===== src/rtl/galvani_pkg.sv =====
// Shared frame layout, byte positions and parser state type for the NI
// command receive path.
package galvani_pkg;

  localparam int FRAME_LEN = 8;
  localparam int B_CTRL    = 1;
  localparam int B_BIAS    = 2;
  localparam int B_AMP0    = 3;
  localparam int B_CSUM    = FRAME_LEN - 1;

  localparam logic [7:0] SYNC_BYTE_DEF = 8'hA5;

  typedef struct packed {
    logic            mode;
    logic            bias_sel;
    logic [6:0]      bias_amp;
    logic [4:0]      addr;
    logic [3:0][7:0] amp;
  } frame_t;

  typedef enum logic [1:0] {
    HUNT  = 2'd0,
    BODY  = 2'd1,
    CHECK = 2'd2
  } prs_state_t;

endpackage


===== src/rtl/frame_fifo.sv =====
// First-word-fall-through frame FIFO. When empty, rdata keeps showing the
// most recently popped frame instead of a stale storage slot.
module frame_fifo
  import galvani_pkg::*;
#(
  parameter int DEPTH = 4
) (
  input  logic                    CLK,
  input  logic                    RST,
  input  logic                    push,
  input  frame_t                  wdata,
  input  logic                    pop,
  output frame_t                  rdata,
  output logic                    full,
  output logic                    empty,
  output logic [$clog2(DEPTH):0]  count
);

  localparam int AW = $clog2(DEPTH);

  frame_t        mem [DEPTH];
  frame_t        last_q;
  logic [AW-1:0] wr_ptr;
  logic [AW-1:0] rd_ptr;
  logic          push_ok;
  logic          pop_ok;

  assign full    = (count == (AW+1)'(DEPTH));
  assign empty   = (count == '0);
  // a push into a full FIFO is dropped even when a pop frees a slot this cycle
  assign push_ok = push & ~full;
  assign pop_ok  = pop & ~empty;
  assign rdata   = empty ? last_q : mem[rd_ptr];

  always_ff @(posedge CLK or negedge RST) begin
    if (!RST) begin
      for (int i = 0; i < DEPTH; i++) mem[i] <= '0;
      last_q <= '0;
      wr_ptr <= '0;
      rd_ptr <= '0;
      count  <= '0;
    end else begin
      if (push_ok) begin
        mem[wr_ptr] <= wdata;
        wr_ptr      <= wr_ptr + AW'(1);
      end
      if (pop_ok) begin
        last_q <= mem[rd_ptr];
        rd_ptr <= rd_ptr + AW'(1);
      end
      case ({push_ok, pop_ok})
        2'b10:   count <= count + (AW+1)'(1);
        2'b01:   count <= count - (AW+1)'(1);
        default: ;
      endcase
    end
  end

endmodule


===== src/rtl/ni_frame_rx.sv =====
// NI bus front end: synchronises the NI byte bus, parses checksummed 8-byte
// command frames and queues good frames for the command-generation stage.
//
// state | meaning
// HUNT  | waiting for SYNC_BYTE
// BODY  | collecting b1..b6 into the shadow frame, accumulating XOR
// CHECK | waiting for b7 to compare against the accumulated XOR
module ni_frame_rx
  import galvani_pkg::*;
#(
  parameter int         DEPTH     = 4,
  parameter int         TIMEOUT   = 255,
  parameter logic [7:0] SYNC_BYTE = SYNC_BYTE_DEF
) (
  input  logic       CLK,
  input  logic       RST,
  input  logic       NI_CLK,
  input  logic       NI_DATA_READY,
  input  logic [7:0] NI_DIGITAL_IN,
  input  logic       FRAME_READY,
  output logic       FRAME_VALID,
  output logic       MODE,
  output logic       BIAS_SEL,
  output logic [6:0] BIAS_AMP,
  output logic [4:0] ADDR,
  output logic [7:0] AMP0,
  output logic [7:0] AMP1,
  output logic [7:0] AMP2,
  output logic [7:0] AMP3,
  output logic       FIFO_FULL,
  output logic [7:0] CSUM_ERR_CNT,
  output logic [7:0] OVF_CNT
);

  localparam int AW = $clog2(DEPTH);
  localparam int TW = $clog2(TIMEOUT + 1);

  logic [2:0]    clk_sync;
  logic [1:0]    rdy_sync;
  logic [7:0]    dat_s1;
  logic [7:0]    dat_s2;
  logic          strobe;

  prs_state_t    state, state_nxt;
  logic [2:0]    idx;
  logic [7:0]    csum;
  logic [TW-1:0] tmr;
  frame_t        shadow;
  logic          push_nxt, push_q, err_inc;

  frame_t        head;
  logic          fifo_full, fifo_empty;
  logic [AW:0]   fifo_count;

  assign strobe = clk_sync[1] & ~clk_sync[2] & rdy_sync[1];

  always_ff @(posedge CLK or negedge RST) begin
    if (!RST) begin
      clk_sync <= '0;
      rdy_sync <= '0;
      dat_s1   <= '0;
      dat_s2   <= '0;
    end else begin
      clk_sync <= {clk_sync[1:0], NI_CLK};
      rdy_sync <= {rdy_sync[0], NI_DATA_READY};
      dat_s1   <= NI_DIGITAL_IN;
      dat_s2   <= dat_s1;
    end
  end

  always_ff @(posedge CLK or negedge RST) begin
    if (!RST) state <= HUNT;
    else      state <= state_nxt;
  end

  always_comb begin
    state_nxt = state;
    push_nxt  = 1'b0;
    err_inc   = 1'b0;
    case (state)
      HUNT: if (strobe && dat_s2 == SYNC_BYTE) state_nxt = BODY;
      BODY: begin
        if (strobe) begin
          if (idx == 3'(B_CSUM - 1)) state_nxt = CHECK;
        end else if (tmr == '0) begin
          state_nxt = HUNT;
          err_inc   = 1'b1;
        end
      end
      CHECK: begin
        if (strobe) begin
          state_nxt = HUNT;
          if (dat_s2 == csum) push_nxt = 1'b1;
          else                err_inc  = 1'b1;
        end else if (tmr == '0) begin
          state_nxt = HUNT;
          err_inc   = 1'b1;
        end
      end
      default: state_nxt = HUNT;
    endcase
  end

  // timeout is a down-counter reloaded on every strobe and held while hunting
  always_ff @(posedge CLK or negedge RST) begin
    if (!RST) begin
      idx          <= '0;
      csum         <= '0;
      tmr          <= TW'(TIMEOUT);
      shadow       <= '0;
      push_q       <= 1'b0;
      CSUM_ERR_CNT <= '0;
    end else begin
      push_q <= push_nxt;
      if (err_inc && CSUM_ERR_CNT != 8'hFF) CSUM_ERR_CNT <= CSUM_ERR_CNT + 8'd1;
      if (strobe || state == HUNT) tmr <= TW'(TIMEOUT);
      else if (tmr != '0)          tmr <= tmr - TW'(1);
      if (strobe && state == HUNT) begin
        idx  <= 3'(B_CTRL);
        csum <= '0;
      end else if (strobe && state == BODY) begin
        idx  <= idx + 3'd1;
        csum <= csum ^ dat_s2;
        case (idx)
          3'(B_CTRL): begin
            shadow.mode     <= dat_s2[7];
            shadow.bias_sel <= dat_s2[6];
            shadow.addr     <= dat_s2[4:0];
          end
          3'(B_BIAS): shadow.bias_amp <= dat_s2[6:0];
          default:    shadow.amp[2'(idx - 3'(B_AMP0))] <= dat_s2;
        endcase
      end
    end
  end

  always_ff @(posedge CLK or negedge RST) begin
    if (!RST)                           OVF_CNT <= '0;
    else if (push_q && fifo_full && OVF_CNT != 8'hFF) OVF_CNT <= OVF_CNT + 8'd1;
  end

  frame_fifo #(.DEPTH(DEPTH)) u_fifo (
    .CLK   (CLK),
    .RST   (RST),
    .push  (push_q),
    .wdata (shadow),
    .pop   (FRAME_VALID & FRAME_READY),
    .rdata (head),
    .full  (fifo_full),
    .empty (fifo_empty),
    .count (fifo_count)
  );

  assign FRAME_VALID = ~fifo_empty;
  assign FIFO_FULL   = (fifo_count == (AW+1)'(DEPTH));
  assign MODE        = head.mode;
  assign BIAS_SEL    = head.bias_sel;
  assign BIAS_AMP    = head.bias_amp;
  assign ADDR        = head.addr;
  assign AMP0        = head.amp[0];
  assign AMP1        = head.amp[1];
  assign AMP2        = head.amp[2];
  assign AMP3        = head.amp[3];

endmodule


===== config.mk =====
export PLATFORM = sky130hd
export DESIGN_NAME = ni_frame_rx
export DESIGN_NICKNAME = d
export VERILOG_FILES = /design/src/rtl/galvani_pkg.sv /design/src/rtl/frame_fifo.sv /design/src/rtl/ni_frame_rx.sv
export SDC_FILE = /design/constraint.sdc
export NUM_CORES = 1
export LEC_CHECK = 0
export CORE_ASPECT_RATIO = 1.1
export CORE_MARGIN = 1.5
export CORE_UTILIZATION = 38
export CTS_CLUSTER_DIAMETER = 30
export DETAILED_ROUTE_END_ITERATION = 6
export PLACE_DENSITY = 0.66
export REMOVE_ABC_BUFFERS = 1
export SLEW_MARGIN = 10
export SYNTH_ARGS = -nofsm -noshare
export SYNTH_HDL_FRONTEND = slang
export SYNTH_SLANG_ARGS = --single-unit

===== constraint.sdc =====
create_clock -name CLK -period 4.4 [get_ports CLK]
set_input_delay 0.88 -clock CLK [delete_from_list [all_inputs] [get_ports CLK]]
set_output_delay 0.88 -clock CLK [all_outputs]
set_load 0.1 [all_outputs]

After elaboration in Yosys (flattened, before gate mapping)
Cells that the tools add are included.

Bits of input ports: 13. ROM bits: 0. Bits in writable memories: 0. Output and inout bits: 64. Latch bits: 0. Register bits: 342. Memories: 0. Logic and storage cells: 155.

Magnitude comparators: 5. Eq/ne operators: 14. Multiply operators: 0. Reductions and logical operators: 21. Bitwise gates (word level): 13. $add $sub $neg: 9. Mux-type cells: 31. Div/mod/pow operators: 0. Shift operators: 0.

Operators with widths (number): 184-bit bitwise mux (1); 46-bit two-way mux (4); 46-bit binary-select mux with 2-bit select (1); 46-bit demux with 2-bit select (1); 8-bit two-way mux (5); 32-bit bitwise mux (1); 8-bit by 1-bit adder with 8-bit output, second input constant (2); 8-bit demux with 2-bit select (1); 8-bit != test, second input constant (2); 2-bit two-way mux (5); 3-bit AND reduction (3); 8-bit equality test (1); 8-bit equality test, second input constant (1); 1-bit logical AND (8); 8-bit zero test (1); 8-bit nonzero test (1); 8-bit by 1-bit subtractor with 8-bit output, second input constant (1); 8-bit XOR (1); 1-bit two-way mux (7); 3-bit by 1-bit adder with 3-bit output, second input constant (2); 3-bit equality test, second input constant (2); 3-bit greater-or-equal comparator, second input constant (2); 3-bit two-way mux (2); 2-bit NOT with 3-bit output (2); other kinds (23) (36).

Longest topological paths before layout
Gate-level depths: netlist (run 1).

Word-level depth: 6. Gate-level depth with buffers: 11. Gate-level depth less buffers: 10.

Cells and area by module
Synthesis (run 1) repeated with hierarchy kept, for this count alone.

Cell total of the unflattened synthesis: 964. Area, all modules: 15299.7 um^2.

Modules (own cells, without submodules): frame_fifo (sequential area each 5930.7 um^2, area an instance 10894.2 um^2, instances 1, cells each 627); ni_frame_rx (sequential area each 2637.5 um^2, area an instance 4405.5 um^2, instances 1, cells each 337).

Worst setup path after synthesis (run 1)
No wires, ideal clock.

Path kind: register to output. Start: register u_fifo.count[0]. End: output port ADDR[4]. Arrival time: 2.011 ns. Stages on the path, launching flop included: 5. Required time: 3.520 ns. Setup slack: 1.509 ns. Path through: dfrtp_1 > or3_1 > clkbuf_1 > buf_2 > mux2_2.

Longest elaborated chain between the ends: 2.

Ends and longest elaborated chain: start, declared (line frame_fifo.sv:16) `output logic [$clog2(DEPTH):0] count`; start signal, assigned (line frame_fifo.sv:52) `2'b10: count <= count + (AW+1)'(1);`; start signal, assigned (line frame_fifo.sv:53) `2'b01: count <= count - (AW+1)'(1);`; 3-bit zero test (line frame_fifo.sv:29) `assign empty = (count == '0);`; 46-bit two-way mux (line frame_fifo.sv:33) `assign rdata = empty ? last_q : mem[rd_ptr];`; end, declared (line ni_frame_rx.sv:25) `output logic [4:0] ADDR,`.

Every way passes these cells.

Final worst setup path (run 1)
Start: register u_fifo.rd_ptr[0]. End: output port AMP3[2].

Longest elaborated chain between the ends: 5.

Ends and longest elaborated chain: start, declared (line frame_fifo.sv:24) `logic [AW-1:0] rd_ptr;`; start signal, assigned (line frame_fifo.sv:49) `rd_ptr <= rd_ptr + AW'(1);`; 2-bit NOT with 3-bit output (not written as such) (line frame_fifo.sv:33); 46-bit binary-select mux with 2-bit select (line frame_fifo.sv:33); 46-bit two-way mux (not written as such) (2 in a row) (line frame_fifo.sv:33); 46-bit two-way mux (line frame_fifo.sv:33); end, declared (line ni_frame_rx.sv:29) `output logic [7:0] AMP3,`.

Every way passes these cells. The select of a mux whose other input is x is not followed.

==> results.md, run 1 <==
* Largest family of logic cells by synthesized area: multiplexers
* Crit path from: u_fifo.rd_ptr[0]$_DFFE_PN0P_
* FMAX at roughly 280 MHz
* Die width at 192.5 µm
* CTS sink count at 342
* Clock latency on the worst-skew pair at 590 ps
* Detailed-route wire length per cell at 19.00 µm
* Area Overhead vs Synth at 24.98%
* CP Cell Sequence: buf_4 -> mux4_2 -> mux2_2 -> buf_4
* Seq/Total Area, Yosys at 0.5707
* I/O Buffers at 76
* DRC at 0
* Switching Fraction at 0.2747
* RD Place Congestion at around 0.7
* Startpoint Class: flop
* Largest net degree at the start of global routing at about 130
* CTS tree: yes
* Post-CTS Setup Inserts at 0
* Post-synthesis mux area share at 0.3143
* Die area at 0.04071 mm²
* Syn_area_per_cell at 15.42 µm²
* Hold/Removal Path Class: reg -> reg
* 1st-pass router iterations at 4
* Detailed-route wire length at 31500 µm
* Peak supply drop at around 0.33 mV
* RSZ-0062 raised after global routing: no
* Critical path arrival at 2660 ps
* P_sw at about 2.9 mW
* Post-Synth XOR/XNOR Area at 0.01892
* CP Capture Type: output port
* Tcrit/Tclk final at 0.8034
* Vias in the first global route at 9263
* Reg clk slew, reported paths at 50 ps
* RR Endpoint: u_fifo.mem[65]$_DFFE_PN0P_
* Prevailing post-synth register cell: dfrtp_1
* R2R cell count at 5
* DP Wirelength at 18310 µm
* Row cnt at 76
* Slowest stage delay, CP at 640 ps
* Nets at 1122
* PwrDens at approximately 560 mW/mm²
* Total global-route track usage at 0.1640
* H-tree levels at 3
* Final min period at 3535 ps
* Post_cts resized at 0
* Worst Hold Depth at 0
* Final number of hold-violating endpoints at 0
* Req. time, crit path at 3520 ps
* Starting Density at 0.3842
* Util after Layout at 0.4802
* Hold_sp: dat_s1[4]$_DFF_PN0_
* Crit Reg-Reg Startpoint: u_fifo.count[0]$_DFFE_PN0P_
* Post-Synthesis Cells at 974
* Final total power at between 10 and 15 mW
* Slew HR at 0.2137
* Asr flop ratio synth at 1.000
* Commonest cells after routing, fill and taps aside: dfrtp_1 (332), mux2_2 (310), clkbuf_16 (79)
* Comb pwr share at 0.131
* Worst Skew at 31.90 ps
* Register bit total from synthesis at 342
* Dpl cell area at 0.01620 mm²
* Core footprint at 0.03908 mm²
* Worst-margin pin slew at 1174 ps
* Fin cells at ~1700
* Area of the mapped netlist at 0.01501 mm²
* # IOs at 77
* CP max FO at 12
* Initial antenna violation count at 0
* Critical path type: reg -> out
* Ys Warns at 0
* CTS buffer count at 78
* Reg power frac at 0.346
* Top cell by count, worst path: buf_4
* Post-DRT Antenna Nets at 0
* Post-CTS Hold Buffers at 0
* First-pass GRT wire length at about 51000 µm
* Share of post-route cells with drive strength above 1 at 0.5022
* Post-synth EDFFs at 0
* Leak at 9.179 nW
* Most common cell after layout, fill and taps aside: dfrtp_1
* Worst path slowest cell: dfrtp_2
* Root Driver: clkbuf_16
* Initial DRC Count at 297
* Max-slew violations at 0
* Outcome: complete, no violations
* Antenna diodes at 0
* Final setup fails at 0
* Synth Area in Simple Gates at 0.04108
* Hold endpoint: dat_s2[4]$_DFF_PN0_
* Fill cells at 3322
* Non-Filler Cell Area, Final at 0.01877 mm²
* Post-synthesis adder-cell area fraction at 0.01550
* Library cells used by synthesis at 57
* Max_cap viols at 0
* Via density at 5.119
* Clock share of power at 0.523
* Grt ovf at 0
* Total negative slack at 0 ps
* Placed Cells at 1518
* P_int at 7.600 mW
* Vias at approximately 8500
* Die height at about 210 µm
* Clock buffer depth at 3
* Post-synthesis compound-gate area fraction at 0.01817
* Setup slack, reg-to-reg at 1560 ps
[flip-flops by register name, indices dropped and copies added, names as in the netlist, 3 cells and up]
register / flops
CSUM_ERR_CNT: 8
shadow: 46
u_fifo.mem: 184
OVF_CNT: 8
idx: 3
u_fifo.count: 3
tmr: 8
clk_sync: 3
dat_s1: 8
csum: 8
dat_s2: 8
u_fifo.last_q: 46
[metal layers]
metal	track usage	part of all wire	up-vias
li1	-	-	3796
met4	0.07164	0.026	0
met2	0.2663	0.49	152
met3	0.04045	0.042	61
met5	0	0	-
met1	0.2075	0.44	4478
[cell families after synthesis]
family	count (synthesis)
mux	373
flops	342
simple gates	104
buf+inv	65
compound gates	43
xor+xnor	29
fa+ha+maj	18
[Yosys cell counts (2+ instances only)]
| master | count | share of area |
|---|---|---|
| clkbuf_1 | 8 | 0.0020 |
| buf_6 | 3 | 0.0022 |
| nand3b_1 | 2 | 0.0010 |
| xor2_1 | 14 | 0.0082 |
| nor2b_1 | 2 | 0.00083 |
| a21oi_1 | 2 | 0.00067 |
| nand3_1 | 13 | 0.0043 |
| xnor2_2 | 4 | 0.0043 |
| mux4_2 | 46 | 0.069 |
| and2_1 | 2 | 0.00083 |
| buf_2 | 35 | 0.012 |
| mux2_1 | 17 | 0.013 |
| mux2_2 | 310 | 0.23 |
| nor3b_1 | 3 | 0.0015 |
| nand2_4 | 4 | 0.0030 |
| nor2_1 | 19 | 0.0048 |
| nand2b_1 | 3 | 0.0013 |
| buf_4 | 3 | 0.0015 |
| ha_1 | 17 | 0.014 |
| buf_1 | 3 | 0.00075 |
| inv_1 | 13 | 0.0033 |
| nor4_1 | 2 | 0.00083 |
| dfrtp_1 | 334 | 0.56 |
| dfstp_2 | 8 | 0.014 |
| nand2_1 | 28 | 0.0070 |
| o21ai_0 | 27 | 0.0090 |
| o211ai_1 | 3 | 0.0015 |
| nor4bb_1 | 3 | 0.0020 |
| xnor2_1 | 11 | 0.0064 |
| nor3b_2 | 2 | 0.0017 |
| and3_1 | 2 | 0.00083 |
| nor3_1 | 6 | 0.0020 |
[per-stage QoR]
stage / worst slack [ps] / hold WS, ps
6_report: 864.8 / 337.8
5_1_grt: 723.1 / 345.5
4_1_cts: 780.3 / 340.7
3_5_place_dp: 1413 / 334.7
3_3_place_gp: 1425 / 336.5
2_1_floorplan: -248.1 / 331.2
[worst max-delay path by stage]
stage                                        to  slack, ps  cells after the start
floorplan           u_fifo.count[2]$_DFFE_PN0P_       -250                      8
global placement                        AMP3[6]       1430                      4
detailed placement                      AMP3[2]       1410                      4
CTS                                     AMP3[2]        780                      4
global route                            AMP3[0]        720                      4
finish                                  AMP3[2]        860                      4
[power groups by stage]
| stage | Clock [mW] | Combinational (mW) | Sequential, mW |
|---|---|---|---|
| after floorplan | 0 | 0.821 | 3.76 |
| after global placement | 0 | 1.38 | 3.67 |
| after detailed placement | 0 | 1.40 | 3.67 |
| after CTS | 5.59 | 1.41 | 3.63 |
| after global routing | 5.78 | 1.51 | 3.67 |
| final | 5.48 | 1.37 | 3.63 |
[area by class of cell]
class / count / area (µm²) / area share
Inverter: 13 / 48.80 / 0.002600
Clock buffer: 100 / 2176 / 0.1159
Clock inverter: 40 / 385.4 / 0.02054
Tap cell: 507 / 634.4 / 0.03380
Sequential cell: 342 / 8571 / 0.4567
Timing Repair Buffer: 89 / 823.3 / 0.04387
Multi-Input combinational cell: 567 / 6127 / 0.3265
[critical path, delay by kind of cell (launching register included)]
| family | cells | cell delay [ps] |
|---|---|---|
| buf+inv | 2 | 570 |
| flops | 1 | 640 |
| mux | 2 | 850 |
Power figures use the tool's default switching activity.
==> run 2: changes to the inputs <==
--- a/config.mk
+++ b/config.mk
@@ -10,7 +10,7 @@
 export CORE_UTILIZATION = 38
 export CTS_CLUSTER_DIAMETER = 30
 export DETAILED_ROUTE_END_ITERATION = 6
-export PLACE_DENSITY = 0.66
+export PLACE_DENSITY = 0.68
 export REMOVE_ABC_BUFFERS = 1
 export SLEW_MARGIN = 10
 export SYNTH_ARGS = -nofsm -noshare
==> constraint.sdc (replaced) <==
create_clock -name CLK -period 2.86 [get_ports CLK]
set_input_delay 0.572 -clock CLK [delete_from_list [all_inputs] [get_ports CLK]]
set_output_delay 0.572 -clock CLK [all_outputs]
set_load 0.1 [all_outputs]
==> results.md, run 2 (synthesis gave the netlist of run 1 again) <==
* Clock share of power at 0.507
* Leak at 9.682 nW
* Startpoint Class: flop
* Hold_sp: dat_s1[2]$_DFF_PN0_
* Switching Fraction at 0.2687
* Fin cells at 1683
* Setup slack, reg-to-reg at ~610 ps
* Worst-margin pin slew at 667.4 ps
* Util after Layout at 0.5076
* Antenna diodes at 0
* I/O Buffers at 76
* Placed Cells at 1538
* Final min period at 2847 ps
* Most common cell after layout, fill and taps aside: dfrtp_1
* Detailed-route wire length per cell at around 19 µm
* P_int at 12.13 mW
* Reg with most FFs: u_fifo.mem
* CTS buffer count at 74
* Hold/Removal Path Class: reg -> reg
* Via density at 5.162
* Share of post-route cells with drive strength above 1 at 0.5272
* PwrDens at 836.1 mW/mm²
* Top Registers: u_fifo.mem (184), shadow (46), u_fifo.last_q (46)
* Starting Density at 0.3842
* RR Endpoint: u_fifo.count[1]$_DFFE_PN0P_
* Die width at 192.5 µm
* Max-slew violations at 0
* Max_cap viols at 0
* RD Place Congestion at just over 0.8
* Pre-CTS setup slack at 489.0 ps
* Req. time, crit path at 2290 ps
* Critical path type: reg -> out
* CTS sink count at 342
* Peak supply drop at 0.6178 mV
* Reg power frac at 0.331
* FMAX at between 300 and 400 MHz
* Root Driver: clkbuf_16
* Post-DRT Antenna Nets at 0
* Final setup fails at 0
* Total global-route track usage at 0.1698
* Outcome: complete, no violations
* Tcrit/Tclk final at 0.9953
* Max reg flops at 184
* Largest net degree at the start of global routing at between 70 and 80
* Core footprint at 0.03908 mm²
* Commonest cells after routing, fill and taps aside: dfrtp_1 (332), mux2_2 (270), clkbuf_16 (77)
* Die area at between 0.04 and 0.05 mm²
* CP Capture Type: output port
* Initial antenna violation count at 0
* Detailed-route wire length at 32740 µm
* Clock buffer depth at 3
* CTS tree: yes
* First-pass GRT wire length at 53200 µm
* Final worst slack at roughly 13 ps
* Initial DRC Count at 408
* Hold endpoint: dat_s2[2]$_DFF_PN0_
* CP max FO at 5
* Slew HR at 0.5521
* Final number of hold-violating endpoints at 0
* Nets at roughly 1100
* P_sw at between 4 and 5 mW
* R2R cell count at 7
* Vias in the first global route at 9573
* 1st-pass router iterations at 4
* Die height at 211.5 µm
* Grt ovf at 0
* Comb pwr share at 0.162
* Worst Hold Depth at 0
* Vias at roughly 8700
* Critical path arrival at 2270 ps
* RSZ-0062 raised after global routing: yes
* DP Wirelength at between 15000 and 20000 µm
* Worst Skew at 18.11 ps
* Crit Reg-Reg Startpoint: u_fifo.count[1]$_DFFE_PN0P_
* Row cnt at 76
* # IOs at 77
* Reg clk slew, reported paths at around 40 ps
* H-tree levels at 3
* Clock latency on the worst-skew pair at 560 ps
* DRC at 0
* Area Overhead vs Synth at 32.13%
-- run 2: changes by cell type in the layout (fill, tap and decap cells not counted), moves of 14 or more --
| cell | before | now |
|---|---|---|
| buf_12 | 6 | 59 |
| mux2_2 | 310 | 270 |
| mux2_4 | 0 | 40 |
| clkdlybuf4s50_1 | 29 | 11 |
| buf_4 | 53 | 39 |
-- run 2: timing repair --
item / 4_1_cts / 5_1_grt
hold buffers: 1 / 0
resized for setup: 30 / 21
endpoints found under the setup margin: 44 / 43
endpoints found under the hold margin: 6 / 0
gates cloned: 3 / 2
setup buffers: 3 / 2
-- run 2: layer usage --
layer | GRT usage | part of all wire | vias to the layer above | wire length, µm
li1 | - | - | 3852 | -
met1 | 0.2189 | 0.43 | 4608 | 14050
met2 | 0.2787 | 0.51 | 178 | 16670
met3 | 0.03680 | 0.042 | 49 | 1365
met4 | 0.06576 | 0.020 | 0 | 659
met5 | 0 | 0 | - | 0
-- run 2: worst max-delay path by stage --
stage	from	end	slack (ps)
finish	u_fifo.rd_ptr[0]$_DFFE_PN0P_	MODE	10
global route	u_fifo.rd_ptr[0]$_DFFE_PN0P_	BIAS_AMP[2]	-60
CTS	u_fifo.rd_ptr[0]$_DFFE_PN0P_	AMP0[5]	-50
detailed placement	u_fifo.count[1]$_DFFE_PN0P_	u_fifo.count[1]$_DFFE_PN0P_	490
global placement	u_fifo.count[1]$_DFFE_PN0P_	u_fifo.count[2]$_DFFE_PN0P_	520
floorplan	u_fifo.count[0]$_DFFE_PN0P_	u_fifo.count[2]$_DFFE_PN0P_	-1790
-- run 2: layout make-up --
class	count	area, µm²
Clock buffer	98	2103
Timing Repair Buffer	120	1787
Clock inverter	36	414.1
Fill cell	3195	19240
Multi-Input combinational cell	567	6281
Tap cell	507	634.4
Sequential cell	342	8571
Inverter	13	48.80
-- run 2: stage by stage --
stage                     TNS [ps]  area (µm²)  hold slack, ps  total power [mW]
after floorplan             -93780       14740           276.4             7.054
after global placement           0       16960           334.0             7.813
after detailed placement         0       16960           334.7             7.876
after CTS                   -707.1       19700           345.8             16.67
after global routing        -968.6       19840           349.3             17.32
final                            0       19840           343.1             16.59
-- run 2: worst max-delay path, stage by stage, from the launching register on --
cell       delay [ps]
dfrtp_2           420
buf_6             150
clkbuf_16         160
mux4_2            520
mux2_4            290
buf_12            170
-- run 2: power by group through the flow --
| stage | Sequential (mW) | Combinational (mW) | Clock [mW] |
|---|---|---|---|
| global placement | 5.53 | 2.29 | 0 |
| CTS | 5.48 | 2.62 | 8.56 |
| finish | 5.49 | 2.69 | 8.41 |
| floorplan | 5.79 | 1.26 | 0 |
| global route | 5.53 | 2.92 | 8.87 |
| detailed placement | 5.54 | 2.33 | 0 |
